[src/rtl/fp_resize_stream_if.sv]
`default_nettype none
// ============================================================================
// Module      : fp_resize_stream_if
// Description : Stream bundle for fp_resize_stream. Carries the input beat
//               (valid/ready, packed lane data, per-beat rounding mode and
//               saturate enable) and the output beat (valid/ready, packed
//               lane data, per-lane clip flags).
//
//               master : the side that produces input beats and consumes
//                        output beats (upstream/downstream environment).
//               slave  : the converter itself.
//
//               Parameters
//                 LANES : lanes per beat
//                 IW    : input lane width  (IN_IW + IN_QW)
//                 OW    : output lane width (OUT_IW + OUT_QW)
// Revision    : 1.0 - initial release
// ============================================================================
interface fp_resize_stream_if #(
    parameter int LANES = 1,
    parameter int IW    = 32,
    parameter int OW    = 16
);
    // Input beat
    logic                  in_valid;
    logic                  in_ready;
    logic [LANES*IW-1:0]   in_data;
    logic [1:0]            in_rnd_mode;
    logic                  in_sat_en;

    // Output beat
    logic                  out_valid;
    logic                  out_ready;
    logic [LANES*OW-1:0]   out_data;
    logic [LANES-1:0]      out_clip;

    modport master (
        output in_valid,
        output in_data,
        output in_rnd_mode,
        output in_sat_en,
        input  in_ready,
        input  out_valid,
        input  out_data,
        input  out_clip,
        output out_ready
    );

    modport slave (
        input  in_valid,
        input  in_data,
        input  in_rnd_mode,
        input  in_sat_en,
        output in_ready,
        output out_valid,
        output out_data,
        output out_clip,
        input  out_ready
    );
endinterface
`default_nettype wire

[src/rtl/fp_resize_stream.sv]
`default_nettype none
// ============================================================================
// Module      : fp_resize_stream
// Description : Streaming multi-lane signed fixed-point format converter.
//               Each lane converts Q(IN_IW).(IN_QW) two's complement to
//               Q(OUT_IW).(OUT_QW). Two-stage valid/ready pipeline:
//                 stage 1 : align to the output binary point and round
//                           (floor / half-up / half-even, chosen per beat)
//                 stage 2 : range check, clamp or wrap, per-lane clip flag
//               A saturating 16-bit counter accumulates clipped lanes on
//               every output handshake.
//
// Ports
//   clk            in   clock, all state on the rising edge
//   rst_n          in   asynchronous active-low reset
//   bus (slave)         in_valid/in_ready/in_data/in_rnd_mode/in_sat_en,
//                       out_valid/out_ready/out_data/out_clip
//   clip_clr       in   synchronous clear of clip_count (wins over update)
//   clip_count     out  saturating count of clipped lanes
//
// Revision    : 1.0 - initial release
// ============================================================================
module fp_resize_stream #(
    parameter int IN_IW  = 16,
    parameter int IN_QW  = 16,
    parameter int OUT_IW = 8,
    parameter int OUT_QW = 8,
    parameter int LANES  = 1
) (
    input  wire logic          clk,
    input  wire logic          rst_n,
    fp_resize_stream_if.slave  bus,
    input  wire logic          clip_clr,
    output logic [15:0]        clip_count
);

    // ------------------------------------------------------------------------
    // Derived widths
    // ------------------------------------------------------------------------
    localparam int IW  = IN_IW + IN_QW;
    localparam int OW  = OUT_IW + OUT_QW;
    localparam int D   = IN_QW - OUT_QW;
    localparam int SHR = (D > 0) ? D : 0;
    localparam int SHL = (D < 0) ? -D : 0;
    // Working width: wide enough for the left-shifted input and for the
    // output word, plus two guard bits so the rounding increment can never
    // overflow the intermediate value.
    localparam int WA  = IW + SHL;
    localparam int WW  = ((WA > OW) ? WA : OW) + 2;

    localparam logic [OW-1:0] SAT_MAX = {1'b0, {(OW-1){1'b1}}};
    localparam logic [OW-1:0] SAT_MIN = {1'b1, {(OW-1){1'b0}}};

    // ------------------------------------------------------------------------
    // Pipeline state
    // ------------------------------------------------------------------------
    logic                  s1_valid_q, s1_valid_d;
    logic [LANES*WW-1:0]   s1_val_q,   s1_val_d;
    logic                  s1_sat_q,   s1_sat_d;

    logic                  s2_valid_q, s2_valid_d;
    logic [LANES*OW-1:0]   s2_data_q,  s2_data_d;
    logic [LANES-1:0]      s2_clip_q,  s2_clip_d;

    logic [15:0]           clip_count_q, clip_count_d;

    // Handshake / advance controls
    logic                  s1_load;
    logic                  s2_load;
    logic                  out_hs;

    // Per-lane combinational results gathered into packed vectors
    logic [LANES*WW-1:0]   rnd_all;
    logic [LANES*OW-1:0]   rng_data;
    logic [LANES-1:0]      rng_clip;

    // Clip counter arithmetic
    logic [16:0]           pop;
    logic [16:0]           sum;

    // ------------------------------------------------------------------------
    // Per-lane datapath
    // ------------------------------------------------------------------------
    for (genvar i = 0; i < LANES; i++) begin : g_lane
        logic signed [WW-1:0] lane_ext;
        logic signed [WW-1:0] lane_rnd;
        logic [WW-OW:0]       hi_bits;
        logic                 ovf;

        // Sign-extend the raw input lane into the working width.
        assign lane_ext = {{(WW-IW){bus.in_data[i*IW+IW-1]}}, bus.in_data[i*IW +: IW]};

        if (SHR == 0) begin : g_widen
            // Output has at least as many fraction bits: exact, no rounding.
            assign lane_rnd = lane_ext <<< SHL;
        end else begin : g_round
            // Bits strictly below the round bit; all-zero means an exact tie.
            localparam logic [WW-1:0] STICKY_MASK = (WW'(1) << (SHR-1)) - WW'(1);

            logic signed [WW-1:0] floor_v;
            logic                 round_bit;
            logic                 sticky;
            logic                 inc;

            assign floor_v   = lane_ext >>> SHR;
            assign round_bit = lane_ext[SHR-1];
            assign sticky    = |(lane_ext & STICKY_MASK);

            // Adding 2^(SHR-1) before the shift is the same as adding the
            // round bit after it. Half-even suppresses the increment only on
            // an exact tie whose kept LSB is already even.
            always_comb begin
                inc = 1'b0;
                case (bus.in_rnd_mode)
                    2'd1:    inc = round_bit;
                    2'd2:    inc = round_bit && (sticky || floor_v[0]);
                    default: inc = 1'b0;
                endcase
            end

            assign lane_rnd = floor_v + WW'(inc);
        end

        assign rnd_all[i*WW +: WW] = lane_rnd;

        // The registered value fits in OW signed bits exactly when every bit
        // from the output sign position upward agrees.
        assign hi_bits = s1_val_q[i*WW + OW - 1 +: WW - OW + 1];
        assign ovf     = !((&hi_bits) || !(|hi_bits));

        assign rng_clip[i]           = ovf;
        assign rng_data[i*OW +: OW]  = (ovf && s1_sat_q)
                                       ? (s1_val_q[i*WW + WW - 1] ? SAT_MIN : SAT_MAX)
                                       : s1_val_q[i*WW +: OW];
    end

    // ------------------------------------------------------------------------
    // Pipeline control and next state
    // ------------------------------------------------------------------------
    always_comb begin
        // A stage may take new contents when it is empty or its contents
        // move on this cycle; this ripples back combinationally to in_ready.
        s2_load = !s2_valid_q || bus.out_ready;
        s1_load = !s1_valid_q || s2_load;
        out_hs  = s2_valid_q && bus.out_ready;

        s1_valid_d = s1_valid_q;
        s1_val_d   = s1_val_q;
        s1_sat_d   = s1_sat_q;
        s2_valid_d = s2_valid_q;
        s2_data_d  = s2_data_q;
        s2_clip_d  = s2_clip_q;

        if (s1_load) begin
            s1_valid_d = bus.in_valid;
            if (bus.in_valid) begin
                s1_val_d = rnd_all;
                s1_sat_d = bus.in_sat_en;
            end
        end

        // Output data only changes when a new beat lands in stage 2, so it
        // stays frozen while the downstream stalls.
        if (s2_load) begin
            s2_valid_d = s1_valid_q;
            if (s1_valid_q) begin
                s2_data_d = rng_data;
                s2_clip_d = rng_clip;
            end
        end
    end

    // ------------------------------------------------------------------------
    // Clip event counter
    // ------------------------------------------------------------------------
    always_comb begin
        pop = '0;
        for (int k = 0; k < LANES; k++) begin
            pop = pop + 17'(s2_clip_q[k]);
        end
        sum = {1'b0, clip_count_q} + pop;

        clip_count_d = clip_count_q;
        if (clip_clr) begin
            // Clear wins, but a beat leaving on the same edge is still counted.
            clip_count_d = out_hs ? pop[15:0] : 16'h0000;
        end else if (out_hs) begin
            clip_count_d = sum[16] ? 16'hFFFF : sum[15:0];
        end
    end

    // ------------------------------------------------------------------------
    // State registers
    // ------------------------------------------------------------------------
    always_ff @(posedge clk or negedge rst_n) begin
        if (!rst_n) begin
            s1_valid_q   <= 1'b0;
            s1_val_q     <= '0;
            s1_sat_q     <= 1'b0;
            s2_valid_q   <= 1'b0;
            s2_data_q    <= '0;
            s2_clip_q    <= '0;
            clip_count_q <= 16'h0000;
        end else begin
            s1_valid_q   <= s1_valid_d;
            s1_val_q     <= s1_val_d;
            s1_sat_q     <= s1_sat_d;
            s2_valid_q   <= s2_valid_d;
            s2_data_q    <= s2_data_d;
            s2_clip_q    <= s2_clip_d;
            clip_count_q <= clip_count_d;
        end
    end

    // ------------------------------------------------------------------------
    // Outputs
    // ------------------------------------------------------------------------
    assign bus.in_ready  = s1_load;
    assign bus.out_valid = s2_valid_q;
    assign bus.out_data  = s2_data_q;
    assign bus.out_clip  = s2_clip_q;
    assign clip_count    = clip_count_q;

endmodule
`default_nettype wire

[src/flat_wrapper.sv]
// flat-port wrapper written by rule: the top's interface ports become plain ports
module fp_resize_stream_flat 
#(
    parameter int IN_IW  = 16,
    parameter int IN_QW  = 16,
    parameter int OUT_IW = 8,
    parameter int OUT_QW = 8,
    parameter int LANES  = 1
)
  (clk, rst_n, clip_clr, clip_count, bus_in_valid, bus_in_data, bus_in_rnd_mode, bus_in_sat_en, bus_in_ready, bus_out_valid, bus_out_data, bus_out_clip, bus_out_ready);
  fp_resize_stream_if #(.LANES(LANES), .IW(32), .OW(16)) bus_i ();
  input  wire logic clk;
  input  wire logic rst_n;
  input  wire logic clip_clr;
  output logic [15:0] clip_count;
  input wire logic [$bits(bus_i.in_valid)-1:0] bus_in_valid;
  input wire logic [$bits(bus_i.in_data)-1:0] bus_in_data;
  input wire logic [$bits(bus_i.in_rnd_mode)-1:0] bus_in_rnd_mode;
  input wire logic [$bits(bus_i.in_sat_en)-1:0] bus_in_sat_en;
  output wire logic [$bits(bus_i.in_ready)-1:0] bus_in_ready;
  output wire logic [$bits(bus_i.out_valid)-1:0] bus_out_valid;
  output wire logic [$bits(bus_i.out_data)-1:0] bus_out_data;
  output wire logic [$bits(bus_i.out_clip)-1:0] bus_out_clip;
  input wire logic [$bits(bus_i.out_ready)-1:0] bus_out_ready;
  assign bus_i.in_valid = bus_in_valid;
  assign bus_i.in_data = bus_in_data;
  assign bus_i.in_rnd_mode = bus_in_rnd_mode;
  assign bus_i.in_sat_en = bus_in_sat_en;
  assign bus_in_ready = bus_i.in_ready;
  assign bus_out_valid = bus_i.out_valid;
  assign bus_out_data = bus_i.out_data;
  assign bus_out_clip = bus_i.out_clip;
  assign bus_i.out_ready = bus_out_ready;
  fp_resize_stream #(.IN_IW(IN_IW), .IN_QW(IN_QW), .OUT_IW(OUT_IW), .OUT_QW(OUT_QW), .LANES(LANES)) u_core (.clk(clk), .rst_n(rst_n), .bus(bus_i), .clip_clr(clip_clr), .clip_count(clip_count));
endmodule
[config.mk]
export PLATFORM = sky130hd
export DESIGN_NAME = fp_resize_stream_flat
export DESIGN_NICKNAME = d
export VERILOG_FILES = /design/src/rtl/fp_resize_stream_if.sv /design/src/rtl/fp_resize_stream.sv /design/src/flat_wrapper.sv
export SDC_FILE = /design/constraint.sdc
export NUM_CORES = 1
export LEC_CHECK = 0
export BUFFER_PORTS_ARGS = -buffer_cell sky130_fd_sc_hd__buf_2
export CORE_MARGIN = 2
export CORE_UTILIZATION = 40
export CTS_CLUSTER_DIAMETER = 40
export CTS_CLUSTER_SIZE = 16
export DETAILED_ROUTE_END_ITERATION = 12
export SLEW_MARGIN = 20
export SYNTH_ARGS = -nofsm -noshare
export SYNTH_HDL_FRONTEND = slang
export SYNTH_SLANG_ARGS = --single-unit
[constraint.sdc]
create_clock -name clk -period 3 [get_ports clk]
set_input_delay 0.15 -clock clk [delete_from_list [all_inputs] [get_ports clk]]
set_output_delay 0.15 -clock clk [all_outputs]
set_load 0.02 [all_outputs]
* Word level (Yosys, flattened, before mapping) *
Cells that the tools add are included.

cells by class
  reduce and logical (&&, ||, !) cells = 17
  equality and inequality tests = 2
  add/subtract/negate cells = 2
  multiplexer cells = 7

operators with widths
  cell                                                             number
  16-bit two-way mux                                               5
  24-bit by 2-bit adder with 25-bit output                         1
  19-bit AND reduction                                             1
  19-bit OR reduction                                              1
  16-bit by 1-bit adder with 17-bit output                         1
  7-bit OR reduction                                               1
  1-bit zero test                                                  4
  1-bit logical OR                                                 4
  2-bit AND reduction                                              2
  1-bit logical AND                                                3
  2-bit by 1-bit == test with 1-bit output, second input constant  1
  2-bit == test, second input constant                             1
  1-bit one-hot mux with 2 select lines                            1
  2-bit nonzero test                                               1
  1-bit two-way mux                                                1

storage, ports and cells
  word-level logic and storage cells = 35
  input bits = 40
  register bits after elaboration = 70
  output and inout port bits = 35

* Logic depth before layout (Yosys ltp) *
Gate-level depths: netlist of run 1.

  word-level depth = 6
  mapped depth = 12
  depth with buffers taken out = 11

* Least setup slack after synthesis of run 1 *
Ideal clock, no wire load.

  path type = reg-to-reg
  from = register u_core.s2_clip_q (netlist: u_core.bus.out_clip)
  to = register u_core.clip_count_q[0] (netlist: u_core.clip_count[0])
  stages on the path, launching flop included = 9
  slack = 0.729 ns
  buffers on the path = 1
  arrival time = 2.205 ns
  required time = 2.934 ns
  period minus slack after synthesis = 2.271 ns
  setup time = 0.066 ns
  cells stage by stage = dfrtp_1 ha_1 ha_1 nand3_1 or4_4 or2_1 buf_6 a211oi_2 a31o_1

between the ends
  word-level cells in the longest chain between the ends = 4
  elaborated cells on any way between the ends = 5
  those cells by class = 1 x add/sub; 4 x mux

ends and longest elaborated chain
  what                                      line                     source
  start: declaration                        fp_resize_stream.sv:63   logic [LANES-1:0] s2_clip_q, s2_clip_d;
  start signal: assignment                  fp_resize_stream.sv:210  s2_clip_q <= s2_clip_d;
  16-bit by 1-bit adder with 17-bit output  fp_resize_stream.sv:181  sum = {1'b0, clip_count_q} + pop;
  16-bit two-way mux                        fp_resize_stream.sv:188  clip_count_d = sum[16] ? 16'hFFFF : sum[15:0];
  16-bit two-way mux                        fp_resize_stream.sv:187  end else if (out_hs) begin
  16-bit two-way mux *                      fp_resize_stream.sv:184  if (clip_clr) begin
  end signal: assignment                    fp_resize_stream.sv:211  clip_count_q <= clip_count_d;
  end: declaration                          fp_resize_stream.sv:65   logic [15:0] clip_count_q, clip_count_d;

Mark *: on every way between the ends. The rest lies on a longest branch, timed or not. The select of a mux whose other input is x is not followed.
A chain may end at the register's enable or synchronous reset.

* Worst setup path in the final report of run 1 *
  from = register u_core.s2_clip_q (netlist: u_core.bus.out_clip)
  to = register u_core.clip_count_q[2] (netlist: u_core.clip_count[2])

between the ends
  word-level cells in the longest chain between the ends = 4

ends and longest elaborated chain
  what                                      line
  16-bit by 1-bit adder with 17-bit output  fp_resize_stream.sv:181
  16-bit two-way mux                        fp_resize_stream.sv:188
  16-bit two-way mux                        fp_resize_stream.sv:187
  16-bit two-way mux                        fp_resize_stream.sv:184

Every way passes these cells. The select of a mux whose other input is x is not followed.

==> out/summary.txt, run 1 <==
========================================================================================================
Status .................................................................................... finished, final reports clean
Non-Filler Cell Area, Final ...............................................................   3720 sq um
Top-level I/O count .......................................................................           75
Number of antenna repair diodes ...........................................................            0
Combinational family with the most area after synthesis ................................... simple AND/OR/NAND/NOR gates
Final Net Count ...........................................................................          427
Post-synthesis instance area ..............................................................   3050 sq um
Maximum number of pins on one net before global-route repair ..............................           37
Syn. warnings .............................................................................            0
Pre-Repair DR Iteration Count .............................................................            4
Post-synthesis adder-cell area fraction ...................................................        2.47%
Synthesized instance count ................................................................          303
Die extent in y ...........................................................................      91.3 um
Number of nets produced by synthesis ......................................................          349
Input/output buffers ......................................................................           74
Routed length per instance ................................................................      13.5 um
Skew-Pair Late Insertion Delay ............................................................       330 ps
Highest net fanout along the worst path ...................................................           11
Share of the clock period used by the worst path after layout .............................        81.4%
Placed cell areas .........................................................................   3520 sq um
Share of Yosys cell area claimed by the top area cell type ................................        50.1%
Area growth from synthesis to layout ......................................................        22.3%
Vias after detailed routing ...............................................................         2541
Path depth of the worst reg2reg path ......................................................            7
Slew Limit Fails ..........................................................................            0
Violation count after the first detailed-routing iteration ................................          122
Setup repair after global routing missed its margin .......................................        false
Number of flops mapped to enable cells by yosys ...........................................            0
Number of H-tree levels ...................................................................            3
Worst voltage drop across the vdd grid ....................................................       226 uV
Total track usage .........................................................................        16.4%
Routability cong. .........................................................................        0.897
Netlist cell types ........................................................................           41
Post-Route Setup TNS ......................................................................         0 ps
Width of the die ..........................................................................      91.3 um
Total setup violations reported at the end of the flow ....................................            0
Half-perimeter wire length of the detailed placement result ...............................      4.82 mm
Num CTS Buffers ...........................................................................            9
Worst Clk Skew ............................................................................      8.91 ps
Post-CTS clock slew at the launch and capture registers of the worst setup and hold paths .        70 ps
Average instance area after synthesis .....................................................   10.1 sq um
Timing-limited maximum frequency ..........................................................      409 MHz
Wire length of the first global-routing pass ..............................................      10.9 mm
Worst Path Arrival ........................................................................      2690 ps
Final Hold Violating Endpoints ............................................................            0
Type of the worst setup path .............................................................. register to register
Initial antenna violation count ...........................................................            0
Share of cells above drive strength 1 .....................................................        26.7%
Category of the worst setup path capture point ............................................     register
Final instance count without filler cells .................................................          485
Async SR Flop Fraction ....................................................................         100%
Synth Area in Compound Gates ..............................................................        16.0%
Slew of the pin with the lowest slew margin ...............................................       814 ps
Via count of the first global-routing pass ................................................         2253
Final critical delay including setup and external delays ..................................      2440 ps
Initial standard-cell utilization of the core .............................................        41.5%
Count of nets left with antenna violations after detail routing ...........................            0
Slew Limit Headroom .......................................................................        45.7%
Leak Pwr ..................................................................................   0.00171 uW
Flops & latches, synth ....................................................................           61
Layout fillers ............................................................................          699
Proportion of synthesized chip area in sequential cells ...................................        50.1%
Row cnt ...................................................................................           31
Max Cap Violations ........................................................................            0
Nature of the critical path startpoint ....................................................     register
Top area cells in the synthesized netlist ................................................. sky130_fd_sc_hd__dfrtp_1, sky130_fd_sc_hd__a221o_1, sky130_fd_sc_hd__nand2_1
Placed insts ..............................................................................          467
Drc violations ............................................................................            0
Buffers from clock root to sink, at most ..................................................            2
Number of clock sinks seen by CTS .........................................................           61
Core region area ..........................................................................   7330 sq um
Simple-gate share of the synthesized area .................................................        19.6%
Clk Tree Root Cell ........................................................................ sky130_fd_sc_hd__clkbuf_8
Cell type contributing the most total cell area after synthesis ........................... sky130_fd_sc_hd__dfrtp_1
Via density per instance ..................................................................         5.24
Leading cell type in the layout, fill and taps excluded ................................... sky130_fd_sc_hd__buf_2
Power density over cell area ..............................................................  560 nW/um^2
Main flop type after synthesis ............................................................ sky130_fd_sc_hd__dfrtp_1
Global-route congestion overflow total ....................................................            0
Worst Path Required .......................................................................      3240 ps
TritonCTS clock tree ......................................................................         done
Wire length after detailed routing ........................................................      6.54 mm
Fraction of synthesized cell area in xor and xnor cells ...................................        6.33%
Min-delay worst type ...................................................................... primary input to register
Most frequent cells in the layout ......................................................... sky130_fd_sc_hd__buf_2, sky130_fd_sc_hd__dfrtp_1, sky130_fd_sc_hd__nand2_1
Number of cells on the worst hold path ....................................................            2
Multiplexer fraction of the synthesized cell area .........................................        2.79%
Die area ..................................................................................   8330 sq um
Post-CTS Repair Setup Buffers .............................................................            0
========================================================================================================
[worst max-delay path: stages, from the launching register on]
cell,delay (ps)
sky130_fd_sc_hd__dfrtp_1,390
sky130_fd_sc_hd__ha_1,220
sky130_fd_sc_hd__ha_1,220
sky130_fd_sc_hd__nand3_1,160
sky130_fd_sc_hd__or4_4,550
sky130_fd_sc_hd__or2_1,400
sky130_fd_sc_hd__and4_1,270
sky130_fd_sc_hd__nor3_1,150
[routing by layer]
metal | global-route usage [%] | part of all wire, % | up-vias
li1 | - | - | 1278
met1 | 23.4 | 49 | 1185
met2 | 24.0 | 44 | 70
met3 | 3.98 | 4.9 | 8
met4 | 6.31 | 1.3 | 0
met5 | 0 | 0 | -
[final timing paths]
check	end	startpoint	slack [ps]
min reg2reg	u_core.s1_val_q[6]	u_core.s1_val_q[6]	480
min in group asynchronous	u_core.clip_count[14]	rst_n	450
max reg2reg	u_core.clip_count[2]	u_core.bus.out_clip	560
max	u_core.clip_count[2]	u_core.bus.out_clip	560
min	u_core.s1_sat_q	bus_in_sat_en	60
max in group asynchronous	u_core.s1_val_q[4]	rst_n	1850
[cells by family after synthesis]
family,after synthesis
xor gates and xnor gates,22
AOI/OAI and AO/OA,69
buffers and inverters,20
adders and majority gates,6
muxes,8
DFF,61
and+or+nand+nor,117
[Yosys cell counts, types with 2 or more instances]
cell / number
sky130_fd_sc_hd__a211oi_1: 2
sky130_fd_sc_hd__a21oi_1: 4
sky130_fd_sc_hd__a221o_1: 15
sky130_fd_sc_hd__a31oi_1: 8
sky130_fd_sc_hd__and3_1: 6
sky130_fd_sc_hd__and4_1: 6
sky130_fd_sc_hd__clkbuf_1: 12
sky130_fd_sc_hd__dfrtp_1: 61
sky130_fd_sc_hd__ha_1: 6
sky130_fd_sc_hd__inv_1: 6
sky130_fd_sc_hd__mux2_2: 4
sky130_fd_sc_hd__mux2i_1: 4
sky130_fd_sc_hd__nand2_1: 39
sky130_fd_sc_hd__nand2b_1: 6
sky130_fd_sc_hd__nand3_1: 12
sky130_fd_sc_hd__nand4_1: 6
sky130_fd_sc_hd__nor2_1: 16
sky130_fd_sc_hd__nor3_1: 8
sky130_fd_sc_hd__nor4_1: 10
sky130_fd_sc_hd__o21ai_0: 26
sky130_fd_sc_hd__o21bai_1: 6
sky130_fd_sc_hd__xnor2_1: 14
sky130_fd_sc_hd__xor2_1: 8
[final cells by class]
type | count | area, sq um | area share, %
Timing Repair Buffer | 81 | 428 | 11.5
Clock inverter | 5 | 35.0 | 0.941
Sequential cell | 61 | 1530 | 41.0
Inverter | 6 | 22.5 | 0.605
Tap cell | 99 | 124 | 3.33
Clock buffer | 11 | 151 | 4.07
Multi-Input combinational cell | 222 | 1440 | 38.6
[power breakdown]
part	internal (uW)	total, uW	switching, uW	leakage [uW]
clock network	344	660	316	0.0000953
logic	169	410	241	0.000854
registers	937	1010	77.6	0.000765
[state kept, by name, indices dropped and copies added (netlist names)]
| name | flops |
|---|---|
| u_core.bus.out_data | 16 |
| u_core.bus.out_clip | 1 |
| u_core.clip_count | 16 |
| u_core.s1_valid_q | 1 |
| u_core.s1_sat_q | 1 |
| u_core.bus.out_valid | 1 |
| u_core.s1_val_q | 25 |
[metrics by stage]
step                setup slack, ps  total power [uW]  utilization, %  hold slack, ps
floorplan                       729              1270               -            -146
global placement                639              1440            48.0             283
detailed placement              559              1450            48.0             286
CTS                             556              2120            50.7            2.44
global route                    401              2210            50.8            42.6
finish                          558              2080            50.8            55.5
[what timing repair did]
item,4_1_cts,5_1_grt
resized for setup,0,0
hold buffers,1,1
endpoints found under the hold margin,34,1
No activity file was read; power rests on OpenSTA's default activity.
==> inputs of run 2 (changes only) <==
--- a/config.mk
+++ b/config.mk
@@ -11,6 +11,7 @@
 export CTS_CLUSTER_DIAMETER = 40
 export CTS_CLUSTER_SIZE = 16
 export DETAILED_ROUTE_END_ITERATION = 12
+export PLACE_DENSITY = 0.65
 export SLEW_MARGIN = 20
 export SYNTH_ARGS = -nofsm -noshare
 export SYNTH_HDL_FRONTEND = slang
==> constraint.sdc (replaced) <==
create_clock -name clk -period 2.1 [get_ports clk]
set_input_delay 0.105 -clock clk [delete_from_list [all_inputs] [get_ports clk]]
set_output_delay 0.105 -clock clk [all_outputs]
set_load 0.02 [all_outputs]
==> out/summary.txt, run 2 (same netlist as run 1, synthesis figures left out) <==
========================================================================================================
Status .................................................................................... finished, final reports clean
Share of the clock period used by the worst path after layout .............................        96.1%
TritonCTS clock tree ......................................................................         done
Via count of the first global-routing pass ................................................         2442
Min-delay worst type ...................................................................... primary input to register
Pre-Repair DR Iteration Count .............................................................            4
Routability cong. .........................................................................        0.839
Global-route congestion overflow total ....................................................            0
Leak Pwr ..................................................................................   0.00179 uW
Share of cells above drive strength 1 .....................................................        31.5%
Input/output buffers ......................................................................           74
Die area ..................................................................................   8330 sq um
Wire length after detailed routing ........................................................      6.94 mm
Number of H-tree levels ...................................................................            3
Placed insts ..............................................................................          484
Final Hold Violating Endpoints ............................................................            0
Via density per instance ..................................................................         5.16
Min Hold Slack ............................................................................      25.1 ps
Maximum number of pins on one net before global-route repair ..............................           62
Switching power ...........................................................................       905 uW
Internal power ............................................................................      2030 uW
Pwr Total .................................................................................      2930 uW
Slew of the pin with the lowest slew margin ...............................................       666 ps
Final critical delay including setup and external delays ..................................      2020 ps
Path depth of the worst reg2reg path ......................................................            7
Most flops, register ...................................................................... u_core.s1_val_q
Timing-limited maximum frequency ..........................................................      495 MHz
Die extent in y ...........................................................................      91.3 um
Core region area ..........................................................................   7330 sq um
Power density over cell area ..............................................................  755 nW/um^2
Worst voltage drop across the vdd grid ....................................................       299 uV
Worst Path Required .......................................................................      2340 ps
Switching portion of total power ..........................................................        30.9%
Final instance count without filler cells .................................................          502
Buffers from clock root to sink, at most ..................................................            2
Crit Reg-Reg Endpoint ..................................................................... u_core.clip_count[2]
Area growth from synthesis to layout ......................................................        27.5%
Drc violations ............................................................................            0
Number of antenna repair diodes ...........................................................            0
Top-level I/O count .......................................................................           75
Origin of the worst setup path ............................................................ u_core.clip_count[0]
Post-Route Setup TNS ......................................................................         0 ps
Num CTS Buffers ...........................................................................            9
Seq pwr share .............................................................................        49.6%
Count of nets left with antenna violations after detail routing ...........................            0
Row cnt ...................................................................................           31
Routed length per instance ................................................................      13.8 um
Wire length of the first global-routing pass ..............................................      11.5 mm
Number of clock sinks seen by CTS .........................................................           61
Initial antenna violation count ...........................................................            0
Nature of the critical path startpoint ....................................................     register
Slew Limit Headroom .......................................................................        55.6%
Reg-to-reg startpoint ..................................................................... u_core.clip_count[0]
Slew Limit Fails ..........................................................................            0
Combinational share of power ..............................................................        21.3%
Max Cap Violations ........................................................................            0
Category of the worst setup path capture point ............................................     register
Total setup violations reported at the end of the flow ....................................            0
Critical Path End ......................................................................... u_core.clip_count[2]
Vias after detailed routing ...............................................................         2589
Type of the worst setup path .............................................................. register to register
Setup repair after global routing missed its margin .......................................        false
Number of cells on the worst hold path ....................................................            2
Initial standard-cell utilization of the core .............................................        41.5%
Flip-flop count of the largest register after layout ......................................           25
Most frequent cells in the layout ......................................................... sky130_fd_sc_hd__buf_2, sky130_fd_sc_hd__dfrtp_1, sky130_fd_sc_hd__nand2_1
Worst Path Arrival ........................................................................      2260 ps
Worst Clk Skew ............................................................................      7.21 ps
Violation count after the first detailed-routing iteration ................................          138
Worst setup slack for register-to-register paths ..........................................        80 ps
Skew-Pair Late Insertion Delay ............................................................       330 ps
Highest net fanout along the worst path ...................................................            6
Width of the die ..........................................................................      91.3 um
Total track usage .........................................................................        17.1%
Half-perimeter wire length of the detailed placement result ...............................      5.11 mm
Post-CTS clock slew at the launch and capture registers of the worst setup and hold paths .        60 ps
Clk Tree Root Cell ........................................................................ sky130_fd_sc_hd__clkbuf_8
Leading cell type in the layout, fill and taps excluded ................................... sky130_fd_sc_hd__buf_2
Clock group share of total power ..........................................................        29.1%
Final Net Count ...........................................................................          444
========================================================================================================
==> run 2: cell types whose count changed in the layout (fill, tap and decap cells not counted), sizes merged <==
cell and change:
buf +17
==> run 2: layer usage <==
layer	routed length [um]	up-vias	GRT usage, %
li1	-	1312	-
met1	3390	1211	24.0
met2	3180	61	26.5
met3	288	5	3.40
met4	78	0	5.68
met5	0	-	0
==> run 2: per-stage QoR <==
step / util [%] / worst slack (ps) / cell area [sq um]
after floorplan: - / 15.7 / 3080
after global placement: 50.3 / -36.9 / 3690
after detailed placement: 50.3 / -110 / 3690
after CTS: 52.9 / 4.27 / 3870
after global routing: 53.0 / 0.563 / 3880
final: 53.0 / 81.7 / 3880
==> run 2: worst min path at each step <==
| stage | from | end | slack (ps) |
|---|---|---|---|
| floorplan | rst_n | u_core.bus.out_clip | -190 |
| global route | bus_in_sat_en | u_core.s1_sat_q | 20 |
| finish | bus_in_sat_en | u_core.s1_sat_q | 30 |
| CTS | bus_in_sat_en | u_core.s1_sat_q | 9 |
| global placement | rst_n | u_core.clip_count[3] | 140 |
| detailed placement | rst_n | u_core.clip_count[3] | 140 |
==> run 2: repair_timing <==
action,4_1_cts,5_1_grt
setup buffers,0,0
resized for setup,2,2
hold endpoints to repair,62,0
endpoints found under the setup margin,17,2
pin swaps,0,0
hold buffers,2,0
==> run 2: critical path, cell delays in order, from the launching register on <==
cell	delay, ps
sky130_fd_sc_hd__dfrtp_2	380
sky130_fd_sc_hd__ha_4	150
sky130_fd_sc_hd__ha_4	130
sky130_fd_sc_hd__nand3_2	100
sky130_fd_sc_hd__or4_4	530
sky130_fd_sc_hd__or2_4	280
sky130_fd_sc_hd__and4_1	210
sky130_fd_sc_hd__nor3_1	160
==> run 2: final cells by class <==
cell class              instances  area [sq um]
clock buffers                  11           131
well taps                      99           124
clock inverters                 5          27.5
flip-flops and latches         61          1530
repair buffers                 98           568
multi-input cells             222          1480
fillers                       692          3450
inverters                       6          22.5
==> run 2: power groups by stage <==
stage | Sequential, uW | Clock (uW) | Combinational [uW]
2_1_floorplan | 1570 | 0 | 253
3_3_place_gp | 1470 | 0 | 614
3_5_place_dp | 1470 | 0 | 629
4_1_cts | 1450 | 884 | 633
5_1_grt | 1480 | 939 | 689
6_report | 1450 | 854 | 625
==> inputs of run 3 (changes only) <==
--- a/config.mk
+++ b/config.mk
@@ -12,6 +12,7 @@
 export CTS_CLUSTER_SIZE = 16
 export DETAILED_ROUTE_END_ITERATION = 12
 export PLACE_DENSITY = 0.65
+export RECOVER_POWER = 25
 export SLEW_MARGIN = 20
 export SYNTH_ARGS = -nofsm -noshare
 export SYNTH_HDL_FRONTEND = slang
==> out/summary.txt, run 3 (same netlist as run 1, synthesis figures left out) <==
========================================================================================================
Status .................................................................................... finished, final reports clean
Placed cell areas .........................................................................   3690 sq um
Number of H-tree levels ...................................................................            3
Count of nets left with antenna violations after detail routing ...........................            0
Violation count after the first detailed-routing iteration ................................          116
Global-route congestion overflow total ....................................................            0
Maximum number of pins on one net before global-route repair ..............................           62
Initial standard-cell utilization of the core .............................................        41.5%
Series of cell instances along the critical path .......................................... ha_4 > ha_4 > nand3_2 > or4_4 > or2_4 > buf_4 > a211oi_2
Final instance count without filler cells .................................................          502
Wire length of the first global-routing pass ..............................................      11.5 mm
Via count of the first global-routing pass ................................................         2442
Share of cells above drive strength 1 .....................................................        31.5%
Combined area of the multi-input logic cells ..............................................   1480 sq um
Total setup violations reported at the end of the flow ....................................            0
Nature of the critical path startpoint ....................................................     register
Initial antenna violation count ...........................................................            0
Startpoint of the worst hold path ......................................................... bus_in_sat_en
Leading cell type in the layout, fill and taps excluded ................................... sky130_fd_sc_hd__buf_2
Pre-Repair DR Iteration Count .............................................................            4
Half-perimeter wire length of the detailed placement result ...............................      5.11 mm
Highest net fanout along the worst path ...................................................            6
Width of the die ..........................................................................      91.3 um
Slew of the pin with the lowest slew margin ...............................................      1480 ps
Worst Path Required .......................................................................      2330 ps
Reg-to-reg startpoint ..................................................................... u_core.clip_count[0]
Path depth of the worst reg2reg path ......................................................            7
Setup repair after global routing missed its margin .......................................        false
Final critical delay including setup and external delays ..................................      2020 ps
Drc violations ............................................................................            0
Worst setup slack before clock tree synthesis .............................................      -110 ps
Slew Limit Fails ..........................................................................            0
Top-level I/O count .......................................................................           75
Post-CTS Repair Setup Buffers .............................................................            0
Worst voltage drop across the vdd grid ....................................................       298 uV
Vias after detailed routing ...............................................................         2593
Most frequent cells in the layout ......................................................... sky130_fd_sc_hd__buf_2, sky130_fd_sc_hd__dfrtp_1, sky130_fd_sc_hd__nand2_1
Slowest library cell on the worst path .................................................... sky130_fd_sc_hd__or4_4
Timing-limited maximum frequency ..........................................................      495 MHz
Core region area ..........................................................................   7330 sq um
Layout fillers ............................................................................          694
Number of clock sinks seen by CTS .........................................................           61
Number of antenna repair diodes ...........................................................            0
Num CTS Buffers ...........................................................................            9
Die area ..................................................................................   8330 sq um
Total track usage .........................................................................        17.1%
Crit Reg-Reg Endpoint ..................................................................... u_core.clip_count[5]
Final Net Count ...........................................................................          444
Power density over cell area ..............................................................  757 nW/um^2
Post-Route Utilization ....................................................................        52.8%
Worst Path Arrival ........................................................................      2250 ps
Slew Limit Headroom .......................................................................        1.07%
Type of the worst setup path .............................................................. register to register
Origin of the worst setup path ............................................................ u_core.clip_count[0]
Post-CTS clock slew at the launch and capture registers of the worst setup and hold paths .        70 ps
Worst Clk Skew ............................................................................      7.81 ps
Routability cong. .........................................................................        0.839
Category of the worst setup path capture point ............................................     register
Non-Filler Cell Area, Final ...............................................................   3870 sq um
Flip-flop count of the largest register after layout ......................................           25
Pwr Total .................................................................................      2930 uW
Max Cap Violations ........................................................................            0
Input/output buffers ......................................................................           74
TritonCTS clock tree ......................................................................         done
Buffers from clock root to sink, at most ..................................................            2
Most flops, register ...................................................................... u_core.s1_val_q
Leak Pwr ..................................................................................   0.00178 uW
Area growth from synthesis to layout ......................................................        27.0%
Row cnt ...................................................................................           31
Max incr delay on CP ......................................................................       530 ps
Sequential standard cell area .............................................................   1530 sq um
Routed length per instance ................................................................      13.8 um
Min-delay worst type ...................................................................... primary input to register
Final Hold Violating Endpoints ............................................................            0
Clk Tree Root Cell ........................................................................ sky130_fd_sc_hd__clkbuf_8
Die extent in y ...........................................................................      91.3 um
Via density per instance ..................................................................         5.17
Worst setup slack for register-to-register paths ..........................................        80 ps
Share of the clock period used by the worst path after layout .............................        96.2%
Critical Path End ......................................................................... u_core.clip_count[5]
Skew-Pair Late Insertion Delay ............................................................       330 ps
Wire length after detailed routing ........................................................      6.94 mm
Cell with the most instances on the worst path ............................................ sky130_fd_sc_hd__ha_4
Post-route worst setup slack ..............................................................      80.3 ps
Placed insts ..............................................................................          484
========================================================================================================
[run 3: cell count changes in the layout (fill, tap and decap cells not counted)]
cell,before,now
sky130_fd_sc_hd__buf_12,1,0
sky130_fd_sc_hd__clkbuf_2,0,1
[run 3: per-layer routing]
layer	wire [um]	GRT usage [%]	vias to the layer above
li1	-	-	1314
met1	3350	24.0	1215
met2	3240	26.5	59
met3	273	3.40	5
met4	78	5.68	0
met5	0	0	-
[run 3: where the power goes]
| part | switching, uW | leakage [uW] | internal (uW) |
|---|---|---|---|
| sequential | 112 | 0.000764 | 1340 |
| clock | 433 | 0.0000829 | 420 |
| combinational | 357 | 0.000937 | 264 |
| total | 903 | 0.00178 | 2020 |
[run 3: worst min-delay path by stage]
stage                           endpoint  slack [ps]  cells past startpoint
floorplan            u_core.bus.out_clip        -190                      0
global placement    u_core.clip_count[3]         140                      2
detailed placement  u_core.clip_count[3]         140                      2
CTS                      u_core.s1_sat_q           9                      2
global route             u_core.s1_sat_q          20                      2
finish                   u_core.s1_sat_q          20                      2
[run 3: what timing repair did]
item                                    CTS  global route
endpoints found under the setup margin   17             2
resized for setup                         2             2
hold buffers                              2             0
hold endpoints to repair                 62             0
[run 3: through the flow]
step / hold WS [ps] / setup TNS, ps
floorplan: -191 / 0
global placement: 138 / -101
detailed placement: 138 / -1230
CTS: 9.31 / 0
global route: 21.5 / 0
finish: 24.7 / 0
[run 3: final cells by class]
| cell class | count | share of cell area (%) |
|---|---|---|
| sequential | 61 | 39.5 |
| clock inverter | 5 | 0.712 |
| timing repair buffer | 98 | 14.3 |
| tap | 99 | 3.20 |
| multi-input combinational | 222 | 38.3 |
| inverter | 6 | 0.582 |
| clock buffer | 11 | 3.40 |
[run 3: critical path: cells and delay by family (launching register included)]
kind	cells	cell delay [ps]
AND/OR/NAND/NOR	3	900
flip-flops	1	380
buffers and inverters	1	160
AO/OA/AOI/OAI	1	200
adder cells (fa/ha/maj)	2	280
